File: config.mk
export PLATFORM = sky130hd
export DESIGN_NAME = dmem_ctrl
export DESIGN_NICKNAME = d
export VERILOG_FILES = /design/src/rtl/dmem_ctrl.sv
export SDC_FILE = /design/constraint.sdc
export NUM_CORES = 1
export LEC_CHECK = 0
export CAP_MARGIN = 5
export CORE_MARGIN = 4
export CORE_UTILIZATION = 42
export DETAILED_ROUTE_END_ITERATION = 8
export HOLD_SLACK_MARGIN = 0.15
export PLACE_DENSITY = 0.89
export REMOVE_ABC_BUFFERS = 1
export SYNTH_ARGS = -nofsm -noshare
export SYNTH_HDL_FRONTEND = slang
export SYNTH_SLANG_ARGS = --single-unit
File: constraint.sdc
create_clock -name clk -period 3.3 [get_ports clk]
set_clock_uncertainty 0.1 [all_clocks]
set_input_delay 0.66 -clock clk [delete_from_list [all_inputs] [get_ports clk]]
set_output_delay 0.66 -clock clk [all_outputs]
set_load 0.05 [all_outputs]
File: src/rtl/dmem_ctrl.sv
// Data-memory controller for the MEM stage: byte/halfword/word loads and stores
// on a word-wide synchronous SRAM, with read-modify-write for sub-word stores.
module dmem_ctrl #(
    parameter int DATA_W     = 32,
    parameter int DM_ADDRESS = 9
) (
    input  logic                  clk,
    input  logic                  reset,
    input  logic                  MemRead,
    input  logic                  MemWrite,
    input  logic [DM_ADDRESS-1:0] addr,
    input  logic [DATA_W-1:0]     wr_data,
    input  logic [2:0]            func3,
    output logic [DATA_W-1:0]     rd_data,
    output logic                  mem_stall,
    output logic                  mem_err,
    output logic                  sram_re,
    output logic                  sram_we,
    output logic [DM_ADDRESS-3:0] sram_addr,
    output logic [DATA_W-1:0]     sram_wdata,
    input  logic [DATA_W-1:0]     sram_rdata
);

    typedef enum logic [1:0] {
        IDLE      = 2'd0,
        LOAD_WAIT = 2'd1,
        RMW_MERGE = 2'd2
    } state_t;

    state_t             state_r, next_state_s;
    logic [DATA_W-1:0]  held_r;
    logic [DATA_W-1:0]  rd_s, wdata_s;
    logic               re_s, we_s, stall_s, err_s, capture_s, clear_s;
    logic               misaligned_s, illegal_s, bad_s;

    function automatic logic [31:0] load_extend(input logic [31:0] word,
                                                input logic [1:0]  off,
                                                input logic [2:0]  f3);
        logic [7:0]  b;
        logic [15:0] h;
        logic [31:0] r;
        case (off)
            2'd0:    b = word[7:0];
            2'd1:    b = word[15:8];
            2'd2:    b = word[23:16];
            2'd3:    b = word[31:24];
            default: b = word[7:0];
        endcase
        h = off[1] ? word[31:16] : word[15:0];
        case (f3)
            3'd0:    r = {{24{b[7]}}, b};
            3'd1:    r = {{16{h[15]}}, h};
            3'd4:    r = {24'd0, b};
            3'd5:    r = {16'd0, h};
            default: r = word;
        endcase
        return r;
    endfunction

    // Replace the addressed byte/halfword of the old word; other lanes pass through.
    function automatic logic [31:0] store_merge(input logic [31:0] word,
                                                input logic [31:0] wd,
                                                input logic [1:0]  off,
                                                input logic [2:0]  f3);
        logic [31:0] r;
        r = word;
        if (f3 == 3'd0) begin
            case (off)
                2'd0:    r[7:0]   = wd[7:0];
                2'd1:    r[15:8]  = wd[7:0];
                2'd2:    r[23:16] = wd[7:0];
                2'd3:    r[31:24] = wd[7:0];
                default: r[7:0]   = wd[7:0];
            endcase
        end else if (f3 == 3'd1) begin
            if (off[1]) r[31:16] = wd[15:0];
            else        r[15:0]  = wd[15:0];
        end else begin
            r = wd;
        end
        return r;
    endfunction

    // Classify the presented request: alignment and width-code legality.
    always_comb begin
        case (func3[1:0])
            2'b01:   misaligned_s = addr[0];
            2'b10:   misaligned_s = (addr[1:0] != 2'b00);
            default: misaligned_s = 1'b0;
        endcase
        if (MemWrite) illegal_s = (func3 > 3'd2);
        else          illegal_s = (func3 == 3'd3) || (func3 >= 3'd6);
        bad_s = (MemRead | MemWrite) & (misaligned_s | illegal_s);
    end

    // Next-state and output decode; reset forces every strobe low in any state.
    always_comb begin
        next_state_s = state_r;
        re_s         = 1'b0;
        we_s         = 1'b0;
        stall_s      = 1'b0;
        err_s        = 1'b0;
        capture_s    = 1'b0;
        clear_s      = 1'b0;
        wdata_s      = 32'd0;
        rd_s         = held_r;
        if (reset) begin
            next_state_s = IDLE;
            rd_s         = 32'd0;
        end else begin
            case (state_r)
                IDLE: begin
                    if (bad_s) begin
                        err_s   = 1'b1;
                        clear_s = 1'b1;
                    end else if (MemWrite && func3 == 3'd2) begin
                        we_s    = 1'b1;
                        wdata_s = wr_data;
                    end else if (MemWrite) begin
                        re_s         = 1'b1;
                        stall_s      = 1'b1;
                        next_state_s = RMW_MERGE;
                    end else if (MemRead) begin
                        re_s         = 1'b1;
                        stall_s      = 1'b1;
                        next_state_s = LOAD_WAIT;
                    end else begin
                        next_state_s = IDLE;
                    end
                end
                LOAD_WAIT: begin
                    rd_s         = load_extend(sram_rdata, addr[1:0], func3);
                    capture_s    = 1'b1;
                    next_state_s = IDLE;
                end
                RMW_MERGE: begin
                    we_s         = 1'b1;
                    wdata_s      = store_merge(sram_rdata, wr_data, addr[1:0], func3);
                    next_state_s = IDLE;
                end
                default: begin
                    next_state_s = IDLE;
                end
            endcase
        end
    end

    // State register.
    always_ff @(posedge clk) begin
        if (reset) state_r <= IDLE;
        else       state_r <= next_state_s;
    end

    // Held load result: last completed load, cleared by a rejected access.
    always_ff @(posedge clk) begin
        if (reset)          held_r <= 32'd0;
        else if (capture_s) held_r <= rd_s;
        else if (clear_s)   held_r <= 32'd0;
        else                held_r <= held_r;
    end

    assign rd_data    = rd_s;
    assign mem_stall  = stall_s;
    assign mem_err    = err_s;
    assign sram_re    = re_s;
    assign sram_we    = we_s;
    assign sram_wdata = wdata_s;
    assign sram_addr  = addr[DM_ADDRESS-1:2];

endmodule

==> results by group <==
Logic synthesis
  • Synth Area in Simple Gates: 19.4%
  • Mux cell area share after synthesis: 8.55%
  • Largest family of logic cells by synthesized area: compound AO/OA/AOI/OAI gates
  • Gate Count Post-Synth: 437
  • Top area cells in the synthesized netlist: dfxtp_1 21%, o21ai_0 8.7%, mux2i_1 7.5%, o22ai_1 6.6%, a22o_1 6.6%
  • EDFF count, synth: 0
  • Post-synth top flop: dfxtp_1
  • Ys async rst share: 0%
  • Synth top cells by count: 56 x o21ai_0, 55 x nand2_1, 34 x dfxtp_1, 34 x o22ai_1, 29 x nor2_1
  • Syn. warnings: 0
  • Compound-Gate Fraction of Synth Area: about two fifths
  • Top cell type's share of synthesized area: 21.2%
  • Count leader, synth: o21ai_0
  • Synth Area in XOR/XNOR: 0%
  • Synth unique cells: 42
  • Post-synthesis register bit count: 34
  • Seq/Total Area, Yosys: 21.2%
  • Adder-cell share of the synthesized area: 1.56%
  • Cell taking the most area after synthesis: dfxtp_1
  • Mean Syn Cell Area: roughly 7.3 um^2
  • Post-Syn Area: 0.00320 mm^2

Global route
  • Number of global-route vias before repair: 4,282
  • Initial antenna violation count: 0
  • Total track usage: 29.3%
  • Gr ovfl total: 0
  • Largest net degree at the start of global routing: 35
  • First-pass GRT wire length: roughly 21,000 um

Clock network
  • Clock-pin slew on the worst setup and hold paths: 0.07 ns
  • Number of CTS-inserted buffers: 5
  • Sink Count: 34
  • CTS tree: done
  • H-tree depth: 2
  • CTS root buf: clkbuf_8
  • Clk buf depth: 2
  • Cts hold-fix bufs: 0
  • Clock Latency Late Sink: around 0.28 ns

Drt
  • DR pass1 iterations: 7
  • Initial DRC count: 298
  • DRT antenna net count: 0
  • DRT Wirelength: 13,900 um
  • Drt drc: 0
  • DR vias/cell: 6.27
  • Metal2 WL: around 6700 um
  • Metal-1 WL: 5370 um
  • Vias: 4,337
  • WL/cell: about 20 um
  • Met3 wire length: approximately 1300 um
  • Highest routed layer: met4

Die
  • Core area: around 0.0073 mm^2
  • Die height: around 95 um
  • Die area: 0.00909 mm^2
  • Die Span X: 95.3 um
  • Initial Util: approximately 44%
  • # rows: 31
  • I/O pin total: 155

STA
  • Fmax achieved: 0.303 GHz
  • Least-Margin Pin Slew: 0.449 ns
  • Tcrit/Tclk final: 100%
  • Minimum clock period: between 3 and 4 ns
  • Final setup viols: 1
  • Slew HR: 70.0%
  • Max-slew violation count: 0
  • PnR worst setup slack: -0.000618 ns
  • Unrepaired setup endpoints after global routing: yes
  • Hold Vio Cnt, Final: 0

Critical path
  • WS Path Type: input port to output port
  • CP Data Required Time: 2.54 ns
  • CP Launch Type: input port
  • Critical path endpoint category: output port
  • Worst Path Arrival: 2.54 ns
  • CP max FO: 7

Power
  • Int Pwr: between 0.8 and 0.9 mW
  • Leakage: 2.34 nW
  • Worst VDD drop: ~210 uV
  • Clock Power Share: 25.3%
  • Comb pwr share: a little over two fifths
  • Sw Share: 35.5%
  • Total Power: 1.30 mW
  • Net load switching power: between 0.4 and 0.5 mW
  • Flop pwr share: 32.4%
  • Power Density: 238 mW/mm^2

Place
  • Post-DP HPWL: approximately 10,000 um
  • Dpl ws: -0.216 ns
  • Placed Cells: 680
  • IO buf count: 140
  • Gpl congestion: just over 0.9
  • Placed cell area: 0.00509 mm^2

Finish
  • Layout Cells excl Fill: 692
  • FF+latch area: 681 um^2
  • Layout cell share with drive strength beyond 1: 27.2%
  • Multi-input logic area: around 0.0024 mm^2
  • # fillers: around 540
  • Area grow syn2layout: 70.1%
  • Cell area after layout: around 0.0055 mm^2
  • Antenna diodes: 0
  • Final #Nets: 676

Status
  • Status: complete, but fails checks
  • Failing checks: negative setup slack

Run
  • Max Cap Viol: 0

Min path
  • Class of the worst hold path: flip-flop to flip-flop
path summary, 6_finish.rpt:
path | from | end | slack (ns) | cells after the start
max | sram_rdata[23] | rd_data[19] | -0.0006 | 7
min | held_r[27] | held_r[27] | 0.36 | 2
max reg2reg | state_r[0] | held_r[26] | 1.24 | 5
min reg2reg | held_r[27] | held_r[27] | 0.36 | 2
critical path: stages:
cell	delay, ns
clkdlybuf4s50_1	0.43
mux4_2	0.50
and2_4	0.21
o21ai_4	0.16
bufbuf_16	0.29
o21ai_0	0.09
buf_4	0.20
cell families (layout without fill, tap and decap cells):
| logic type | Yosys count | in the layout |
|---|---|---|
| compound gates | 191 | 191 |
| simple gates | 130 | 130 |
| flops | 34 | 34 |
| buf+inv | 52 | 208 |
| fa+ha+maj | 4 | 4 |
| mux | 26 | 26 |
state kept, by name, indices dropped and copies added, names as in the netlist:
signal,flops
state_r,2
held_r,32
layout by cell type (no fill, tap or decap), types with 3 or more instances in the layout:
master / synthesis / layout
buf_4: 10 / 71
o221ai_2: 0 / 4
nand2b_1: 5 / 5
o21ai_1: 7 / 6
nor2b_1: 19 / 19
mux2i_1: 24 / 24
o221ai_1: 8 / 4
clkdlybuf4s50_1: 0 / 67
dfxtp_1: 34 / 34
o21ai_0: 56 / 56
buf_6: 4 / 17
o21bai_1: 7 / 7
buf_12: 0 / 32
a221o_1: 9 / 9
a22o_1: 24 / 22
a31oi_1: 8 / 7
o22ai_1: 34 / 32
o211ai_1: 9 / 9
and2_1: 10 / 8
dlygate4sd2_1: 0 / 3
a211oi_1: 16 / 15
inv_1: 5 / 5
clkbuf_8: 0 / 6
nand2_1: 55 / 53
nor2_1: 29 / 28
a2bb2oi_1: 7 / 7
metrics by stage:
step	utilization [%]	TNS, ns	hold WS (ns)
5_1_grt	74.4	-0.318	0.389
6_report	74.4	-0.000618	0.361
4_1_cts	73.7	-0.222	0.364
3_5_place_dp	69.4	-9.44	0.354
3_3_place_gp	69.4	-6.97	0.345
2_1_floorplan	-	-63.57	0.337
routing by layer:
metal  up-vias  track usage [%]
li1       1964                -
met1      2036             35.0
met2       275             48.8
met3        62             6.95
met4         0             15.0
met5         -                0
layout make-up:
class	instances	share of cell area, %
Timing Repair Buffer	194	39.3
Inverter	6	0.436
Clock inverter	2	0.230
Sequential cell	34	12.5
Clock buffer	6	1.51
Tap cell	99	2.27
Multi-Input combinational cell	351	43.7
power by group through the flow:
stage	Clock, mW	Combinational, mW	Sequential (mW)
finish	0.328	0.550	0.421
global route	0.358	0.578	0.421
CTS	0.333	0.536	0.420
detailed placement	0	0.519	0.430
global placement	0	0.507	0.430
floorplan	0	0.231	0.429
timing repair:
item	CTS	global route
gates resized for setup	39	9
setup buffers	0	1
pin swaps	6	2
setup endpoints to repair	66	28
cloned	3	0
(Power assumes the default switching activity.)
